===== config.mk =====
export PLATFORM = sky130hd
export DESIGN_NAME = ihex_wb_writer
export DESIGN_NICKNAME = d
export VERILOG_FILES = /design/src/rtl/ihex_wb_writer.sv
export SDC_FILE = /design/constraint.sdc
export NUM_CORES = 1
export LEC_CHECK = 0
export CAP_MARGIN = 20
export CORE_MARGIN = 3
export CORE_UTILIZATION = 45
export DETAILED_ROUTE_END_ITERATION = 7
export GPL_ROUTABILITY_DRIVEN = 0
export PLACE_DENSITY = 0.78
export SLEW_MARGIN = 15
export SYNTH_ARGS = -nofsm -noshare
export SYNTH_HDL_FRONTEND = slang
export SYNTH_SLANG_ARGS = --single-unit

===== constraint.sdc =====
create_clock -name i_clk -period 3.6 [get_ports i_clk]
set_input_delay 0.9 -clock i_clk [delete_from_list [all_inputs] [get_ports i_clk]]
set_output_delay 0.9 -clock i_clk [all_outputs]
set_load 0.01 [all_outputs]

===== src/rtl/ihex_wb_writer.sv =====
// Packs bytes from an Intel-HEX parser into 32-bit words and writes each word
// out as a single pipelined Wishbone transaction, with sticky error capture.
module ihex_wb_writer #(
  parameter int TIMEOUT_CYCLES = 255
) (
  input  logic        i_clk,
  input  logic        i_reset_n,
  input  logic        i_byte_valid,
  input  logic [31:0] i_byte_addr,
  input  logic [7:0]  i_byte_data,
  output logic        o_byte_ready,
  input  logic        i_flush,
  input  logic        i_err_clear,
  output logic        o_busy,
  output logic        o_error,
  output logic [29:0] o_err_addr,
  output logic [15:0] o_words_written,
  output logic        o_wb_cyc,
  output logic        o_wb_stb,
  output logic        o_wb_we,
  output logic [3:0]  o_wb_sel,
  output logic [29:0] o_wb_addr,
  output logic [31:0] o_wb_mosi_data,
  input  logic [31:0] i_wb_miso_data,
  input  logic        i_wb_ack,
  input  logic        i_wb_err,
  input  logic        i_wb_stall
);

  localparam int TW = (TIMEOUT_CYCLES < 2) ? 1 : $clog2(TIMEOUT_CYCLES + 1);
  localparam logic [TW-1:0] TIMEOUT_LIMIT = TW'(TIMEOUT_CYCLES);

  typedef enum logic [1:0] {
    IDLE = 2'd0,
    REQ  = 2'd1,
    WAIT = 2'd2
  } state_t;

  state_t        state_q, state_d;
  logic [29:0]   buf_addr_q, buf_addr_d;
  logic [31:0]   buf_data_q, buf_data_d;
  logic [3:0]    buf_sel_q, buf_sel_d;
  logic          buf_valid_q, buf_valid_d;
  logic          flush_pending_q, flush_pending_d;
  logic          error_q, error_d;
  logic [29:0]   err_addr_q, err_addr_d;
  logic [15:0]   words_q, words_d;
  logic [TW-1:0] timer_q, timer_d;

  logic [1:0]    lane;
  logic          same_word;
  logic          byte_ready;
  logic          bus_done;
  logic          bus_fail;
  logic [TW-1:0] timer_inc;
  logic          in_req;

  // Write-only master: read data is never consumed.
  logic unused_miso;
  assign unused_miso = ^i_wb_miso_data;

  assign lane      = i_byte_addr[1:0];
  assign same_word = (i_byte_addr[31:2] == buf_addr_q);
  assign timer_inc = timer_q + 1'b1;

  always_comb begin
    state_d         = state_q;
    buf_addr_d      = buf_addr_q;
    buf_data_d      = buf_data_q;
    buf_sel_d       = buf_sel_q;
    buf_valid_d     = buf_valid_q;
    flush_pending_d = flush_pending_q;
    error_d         = i_err_clear ? 1'b0 : error_q;
    err_addr_d      = err_addr_q;
    words_d         = words_q;
    timer_d         = timer_q;
    byte_ready      = 1'b0;
    bus_done        = 1'b0;
    bus_fail        = 1'b0;

    case (state_q)
      IDLE: begin
        byte_ready = !buf_valid_q ||
                     (same_word && !buf_sel_q[lane] && (buf_sel_q != 4'hF) && !flush_pending_q);
        if (i_byte_valid && byte_ready) begin
          if (!buf_valid_q) begin
            buf_addr_d = i_byte_addr[31:2];
            buf_data_d = '0;
            buf_sel_d  = '0;
          end
          buf_data_d[{lane, 3'b000} +: 8] = i_byte_data;
          buf_sel_d[lane] = 1'b1;
          buf_valid_d     = 1'b1;
        end
        // Issue decision looks at the merged buffer so a completing byte or a
        // same-cycle flush launches the write on the very next cycle.
        flush_pending_d = 1'b0;
        if (buf_valid_d && ((buf_sel_d == 4'hF) || flush_pending_q || i_flush ||
                            (i_byte_valid && !byte_ready))) begin
          state_d = REQ;
          timer_d = '0;
        end
      end

      REQ: begin
        flush_pending_d = flush_pending_q | i_flush;
        if (!i_wb_stall) begin
          if (i_wb_err) begin
            bus_fail = 1'b1;
          end else if (i_wb_ack) begin
            bus_done = 1'b1;
          end else begin
            state_d = WAIT;
            timer_d = '0;
          end
        end
      end

      WAIT: begin
        flush_pending_d = flush_pending_q | i_flush;
        if (i_wb_err) begin
          bus_fail = 1'b1;
        end else if (i_wb_ack) begin
          bus_done = 1'b1;
        end else if (timer_inc == TIMEOUT_LIMIT) begin
          bus_fail = 1'b1;
        end else begin
          timer_d = timer_inc;
        end
      end

      default: state_d = IDLE;
    endcase

    if (bus_done) begin
      buf_valid_d = 1'b0;
      words_d     = words_q + 16'd1;
      state_d     = IDLE;
    end
    if (bus_fail) begin
      error_d     = 1'b1;
      err_addr_d  = buf_addr_q;
      buf_valid_d = 1'b0;
      state_d     = IDLE;
    end
  end

  always_ff @(posedge i_clk) begin
    if (!i_reset_n) begin
      state_q         <= IDLE;
      buf_addr_q      <= '0;
      buf_data_q      <= '0;
      buf_sel_q       <= '0;
      buf_valid_q     <= 1'b0;
      flush_pending_q <= 1'b0;
      error_q         <= 1'b0;
      err_addr_q      <= '0;
      words_q         <= '0;
      timer_q         <= '0;
    end else begin
      state_q         <= state_d;
      buf_addr_q      <= buf_addr_d;
      buf_data_q      <= buf_data_d;
      buf_sel_q       <= buf_sel_d;
      buf_valid_q     <= buf_valid_d;
      flush_pending_q <= flush_pending_d;
      error_q         <= error_d;
      err_addr_q      <= err_addr_d;
      words_q         <= words_d;
      timer_q         <= timer_d;
    end
  end

  // Bus outputs decode straight from the state register; the buffer cannot
  // change outside IDLE, so they stay stable through any stall.
  assign in_req    = (state_q == REQ);
  assign o_wb_cyc  = (state_q != IDLE);
  assign o_wb_stb  = in_req;
  assign o_wb_we   = in_req;
  assign o_wb_addr = in_req ? buf_addr_q : 30'd0;

  for (genvar gi = 0; gi < 4; gi++) begin : g_lane
    assign o_wb_sel[gi]             = in_req & buf_sel_q[gi];
    assign o_wb_mosi_data[8*gi +: 8] = o_wb_sel[gi] ? buf_data_q[8*gi +: 8] : 8'h00;
  end

  assign o_byte_ready    = byte_ready & i_reset_n;
  assign o_busy          = buf_valid_q | (state_q != IDLE);
  assign o_error         = error_q;
  assign o_err_addr      = err_addr_q;
  assign o_words_written = words_q;

endmodule


# [Word level (Yosys, flattened, before mapping)]
# Cells that the tools add are included.
[classes] n_reduce_logical=26 n_lt_le_gt_ge=2 shifts=2 addsub=3 n_mux=47 n_eq_ne=13 bitwise=11
[op_table] operator="2-to-1 mux 32 bit" count=3
[op_table] operator="2-to-1 mux 8 bit" count=11
[op_table] operator="bitwise mux 32 bit" count=1
[op_table] operator="variable shift 8 x 7 -> 32 bit (first input constant)" count=1
[op_table] operator="variable part select 8 x 7 -> 32 bit" count=1
[op_table] operator="equality test 30 bit" count=1
[op_table] operator="2-to-1 mux 30 bit" count=1
[op_table] operator="case mux 8 bit (3 select lines)" count=1
[op_table] operator="2-to-1 mux 4 bit" count=5
[op_table] operator="adder 16 x 1 -> 16 bit (second input constant)" count=1
[op_table] operator="2-to-1 mux 1 bit" count=15
[op_table] operator="inequality test 2 bit (second input constant)" count=7
[op_table] operator="adder 8 x 1 -> 8 bit (second input constant)" count=1
[op_table] operator="equality test 8 bit (second input constant)" count=1
[op_table] operator="2-to-1 mux 2 bit" count=4
[op_table] operator="AND reduction 8 bit" count=1
[op_table] operator="logical AND 1 bit" count=7
[op_table] operator="negator 5 -> 7 bit" count=1
[op_table] operator="case mux 1 bit (2 select lines)" count=3
[op_table] operator="case mux 2 bit (3 select lines)" count=1
[op_table] operator="nonzero test 2 bit" count=3
[op_table] operator="AND 1 bit" count=5
[op_table] operator="AND reduction 5 bit" count=1
[op_table] operator="equality test 4 bit (second input constant)" count=1
[op_table] operator="other kinds (18)" count=27
[word_totals] regBits=125 input_bits=80 elab_cells=114 output_inout_bits=118

# [Depth between registers and ports, before layout]
[logic_depth] depth_word=20 mapped_depth=11 ltp_nobuf=9

# [Worst setup path before layout]
# No wires, ideal clock.
[synth_timing] kind="input to register" from="input port i_byte_addr[0]" to="register timer_q[0]" t_arrival_ns=2.822 n_path_buf=2 path_slack_ns=0.677 t_required_ns=3.499 stages=10 setup_time_ns=0.101 path_cell_list="inv_1 -> ha_1 -> clkbuf_1 -> a41oi_1 -> nor4_1 -> nor3_1 -> mux2_4 -> or2_1 -> buf_6 -> o41ai_1"
[synth_via] elab_chain_cells=17 word_cells_on_any_way=27 cone_classes="2 x order compare; 2 x eq/ne; 8 x mux; 1 x bitwise; 14 x reduce/logical"
[synth_rtl] element="start: declaration" line_no="9" text="input logic [31:0] i_byte_addr,"
[synth_rtl] element="parallel branches: the longest is 14 deep, another holds less-than comparator 2 x 3 -> 1 bit"
[synth_rtl] element="logical AND 1 bit *" line_no="98" text="if (buf_valid_d && ((buf_sel_d == 4'hF) || flush_pending_q || i_flush ||"
[synth_rtl] element="inequality test 2 bit (no line) *"
[synth_rtl] element="AND reduction 8 bit (no line) *"
[synth_rtl] element="end signal: assignment" line_no="170" text="timer_q <= timer_d;"
[synth_rtl] element="end: declaration" line_no="48" text="logic [TW-1:0] timer_q, timer_d;"
# Mark *: on every way between the ends. The select of a mux whose other input is x is not followed.
# A chain may end at the register's enable or synchronous reset.

# [Final worst setup path]
[layout_timing] from="input port i_byte_addr[0]" to="output port o_byte_ready"
[layout_via] elab_chain_cells=9
[layout_rtl] element="binary-select mux 1 bit (select 2 bit)" line_no="84" text="(same_word && !buf_sel_q[lane] && (buf_sel_q != 4'hF) && !flush_pending_q);"
[layout_rtl] element="2-to-1 mux 1 bit (implied by the code)" line_no="84"
[layout_rtl] element="zero test 1 bit" line_no="84"
[layout_rtl] element="logical AND 1 bit (3 in series)" line_no="84"
[layout_rtl] element="logical OR 1 bit" line_no="83" text="byte_ready = !buf_valid_q ||"
[layout_rtl] element="2-to-1 mux 1 bit" line_no="81" text="case (state_q)"
[layout_rtl] element="AND 1 bit" line_no="187" text="assign o_byte_ready = byte_ready & i_reset_n;"
[layout_rtl] element="end: declaration" line_no="11" text="output logic o_byte_ready,"
# No other way between the ends. The select of a mux whose other input is x is not followed.

==> impl_metrics.csv <==
group,metric,value,unit
drt,route.vias.total,5578,
global_routing,gr-usage-met2,35.7,%
cells_and_area,finalNetCount,982,
drt,first_iter_violations,281,
worst_hold_path,min_to,"buf_data_q[13]$_SDFFE_PN0P_",
worst_setup_path,r2r-end,"o_words_written[15]$_SDFFE_PN0P_",
global_routing,overflow,0,
clock_network,cts.path.max_buffers,2,
worst_setup_path,worstRegToRegCells,10,
cells_and_area,seq_area,0.00250,mm²
timing,fin_hold_ws,0.455,ns
die,die_h,124,µm
timing,period_minus_slack,3.45,ns
global_routing,grtUsageTotal,22.0,%
global_routing,antenna_found_initial,0,
timing,slew_viol_final,0,
logic_synthesis,syn_area,0.00626,mm²
run,maxCapViolCount,0,
worst_setup_path,slowest_stage,"mux4_2",
logic_synthesis,yosys.area.top_type,"dfxtp_1",
timing,hold_viol_final,0,
timing,period_share,96.0,%
placement,dp.cells,1047,
worst_hold_path,hold_path_class,"reg2reg",
timing,tightest_slew,0.807,ns
power,peakVddDrop,262,µV
global_routing,met3_usage,4.81,%
drt,route.detailed.drc,0,
global_routing,grt_max_degree,93,
worst_setup_path,arrival,2.55,ns
clock_network,cts_setup_buffers,0,
logic_synthesis,synth.top_cells.by_count,"125 x dfxtp_1, 115 x nand2_1, 70 x mux2i_1",
clock_network,root_buffer,"clkbuf_16",
logic_synthesis,synth_most_common_cell,"dfxtp_1",
cells_and_area,drive_gt1_share,7.86,%
logic_synthesis,synth_seq_cells,125,
worst_setup_path,slowest_delay,0.54,ns
worst_setup_path,crit_path_end_kind,"output pin",
logic_synthesis,async_reset_ff_share,0,%
die,dieArea,0.0154,mm²
cells_and_area,n_fill_cell,1178,
die,fp.dieW,124,µm
cells_and_area,postLayoutCellArea,0.00884,mm²
drt,drt_wl_total,17000,µm
placement,place_area,0.00819,mm²
global_routing,grt.busiest_layer,"met2",
power,p_leak,3.61,nW
logic_synthesis,syn_avg_cell_area,8.69,µm²
global_routing,first_global_vias,5241,
clock_network,clkTransAtPathRegs,0.06,ns
global_routing,grt_pass1_wl,26500,µm
worst_hold_path,hp-start,"buf_data_q[13]$_SDFFE_PN0P_",
die,core_area,0.0135,mm²
placement,dp_hpwl,11700,µm
worst_setup_path,worst-setup-path-type,"in2out",
timing,layout_setup_ws,0.145,ns
logic_synthesis,yosys_warnings,0,
cells_and_area,layout.cells.non_filler,1079,
worst_hold_path,min_path_cells,2,
logic_synthesis,ys_types,47,
cells_and_area,multi_input_area,0.00357,mm²
clock_network,cts_sinks,125,
placement,pre_cts_slack,-0.370,ns
run_status,outcome,"completed",
clock_network,clk_latency,0.42,ns
cells_and_area,utilization,65.7,%
timing,relSlewSlack,46.2,%
cells_and_area,area_delta_synth_final,41.1,%
die,start_util,46.6,%
timing,setup_viol,0,
worst_setup_path,r2r_slack,0.93,ns
global_routing,grt_use_met1,28.6,%
timing,fmax,289,MHz
logic_synthesis,syn_inst,721,
timing,rsz0062_at_grt,"no",
clock_network,htreeDepth,4,
logic_synthesis,seq_area_frac_synth,39.9,%
power,cellPowerDensity,528,mW/mm²
clock_network,cts_buffers,17,
die,io_pins,198,
drt,first_pass_iters,4,
placement,io_buffers,165,
logic_synthesis,synth_top_area_share,39.9,%
drt,wl_per_cell,15.7,µm
die,rows,42,
clock_network,cts_tree,"yes",
worst_setup_path,startpoint_type,"input port",
logic_synthesis,netlist_top_cells_area,"dfxtp_1 40%, mux2i_1 11%, nand2_1 6.9%",
timing,skew,0.00671,ns
logic_synthesis,synth_edf_count,0,
drt,antenna_left,0,
logic_synthesis,synth-main-ff-cell,"dfxtp_1",
logic_synthesis,syn_nets,813,
worst_setup_path,cp_max_fo,2,
worst_setup_path,cp.required,2.70,ns
worst_setup_path,worstPathCellList,"clkdlybuf4s50_1, mux4_2, nor3_2, nand3_2, a21oi_2, clkbuf_2",
worst_setup_path,timing.rr.start,"state_q[1]$_SDFFE_PP0P_",
drt,avgViaCountPerCell,5.17,
cells_and_area,num_antenna_cells,0,
final cells by class:
type / instances / share of cell area (%)
Sequential cell: 125 / 28.3
Clock inverter: 11 / 2.15
Inverter: 13 / 0.552
Clock buffer: 21 / 5.10
Tap cell: 176 / 2.49
Multi-Input combinational cell: 541 / 40.4
Timing Repair Buffer: 192 / 21.0
cell families (layout without fill, tap and decap cells):
group	Yosys count	in the layout	synth area share, %
xor gates and xnor gates	43	43	6.01
and+or+nand+nor	328	328	26.8
muxes	72	72	11.8
AOI/OAI and AO/OA	86	86	9.51
buffers and inverters	55	237	3.53
adders and majority gates	12	12	2.40
DFF	125	125	39.9
flip-flops by register name (all words and copies together), names as in the netlist:
name	cells
flush_pending_q	1
o_error	1
buf_data_q	32
buf_addr_q	30
buf_valid_q	1
state_q	2
o_words_written	16
buf_sel_q	4
o_err_addr	30
timer_q	8
metal layers:
metal	vias up	wire length [µm]
met5	-	0
met4	0	376
met3	28	728
met2	120	8310
met1	2625	7570
li1	2805	-
report_power, final:
part	switching, W	internal [W]
clock network	0.000622	0.00124
logic	0.000688	0.000535
registers	0.000104	0.00147
stage by stage:
step / power (W) / TNS (ns)
global placement: 0.00282 / -0.372
detailed placement: 0.00283 / -0.370
global route: 0.00488 / 0
CTS: 0.00470 / 0
finish: 0.00467 / 0
floorplan: 0.00233 / 0
worst max path at each step:
stage                                from                 endpoint  slack [ns]  depth (start not counted)
final                      i_byte_addr[0]             o_byte_ready        0.15                          6
after CTS                  i_byte_addr[0]             o_byte_ready        0.02                          6
after global routing      i_byte_addr[20]             o_byte_ready        0.06                          8
after detailed placement  i_byte_addr[17]             o_byte_ready       -0.37                          8
after floorplan            i_byte_addr[0]  timer_q[0]$_SDFFE_PN0P_        0.68                         10
after global placement    i_byte_addr[17]             o_byte_ready       -0.37                          8
critical path, delay by kind of cell:
kind	cells	cell delay [ns]
muxes	1	0.54
AOI/OAI and AO/OA	1	0.19
buffers and inverters	2	0.66
and+or+nand+nor	2	0.26
cells in the final DEF (no fill, tap or decap), types with 3 or more instances in the layout:
cell type / Yosys / final
nand2_1: 115 / 115
clkdlybuf4s50_1: 0 / 163
clkbuf_16: 0 / 17
inv_1: 12 / 12
nor2b_1: 37 / 37
and3_1: 35 / 35
a21oi_1: 8 / 7
nor3_1: 9 / 9
buf_4: 1 / 27
nor2_1: 10 / 10
dfxtp_1: 125 / 125
o21ai_0: 14 / 14
mux2i_1: 70 / 70
ha_1: 12 / 11
and2_1: 49 / 49
xor2_1: 3 / 3
nand4_1: 12 / 12
clkinv_2: 0 / 3
xnor2_1: 40 / 39
a21boi_0: 35 / 35
bufinv_16: 0 / 5
o311ai_0: 4 / 4
clkbuf_1: 37 / 3
nand3_1: 47 / 47
a22oi_1: 5 / 5
o31ai_1: 4 / 4
or3_1: 4 / 4
o21ai_1: 5 / 4
repair_timing:
action                                  CTS  global route
hold buffers                              0             0
pin swaps                                 1             1
endpoints found under the setup margin    1             1
resized for setup                         3             2
Note: power is estimated with default switching activity, not from simulation.
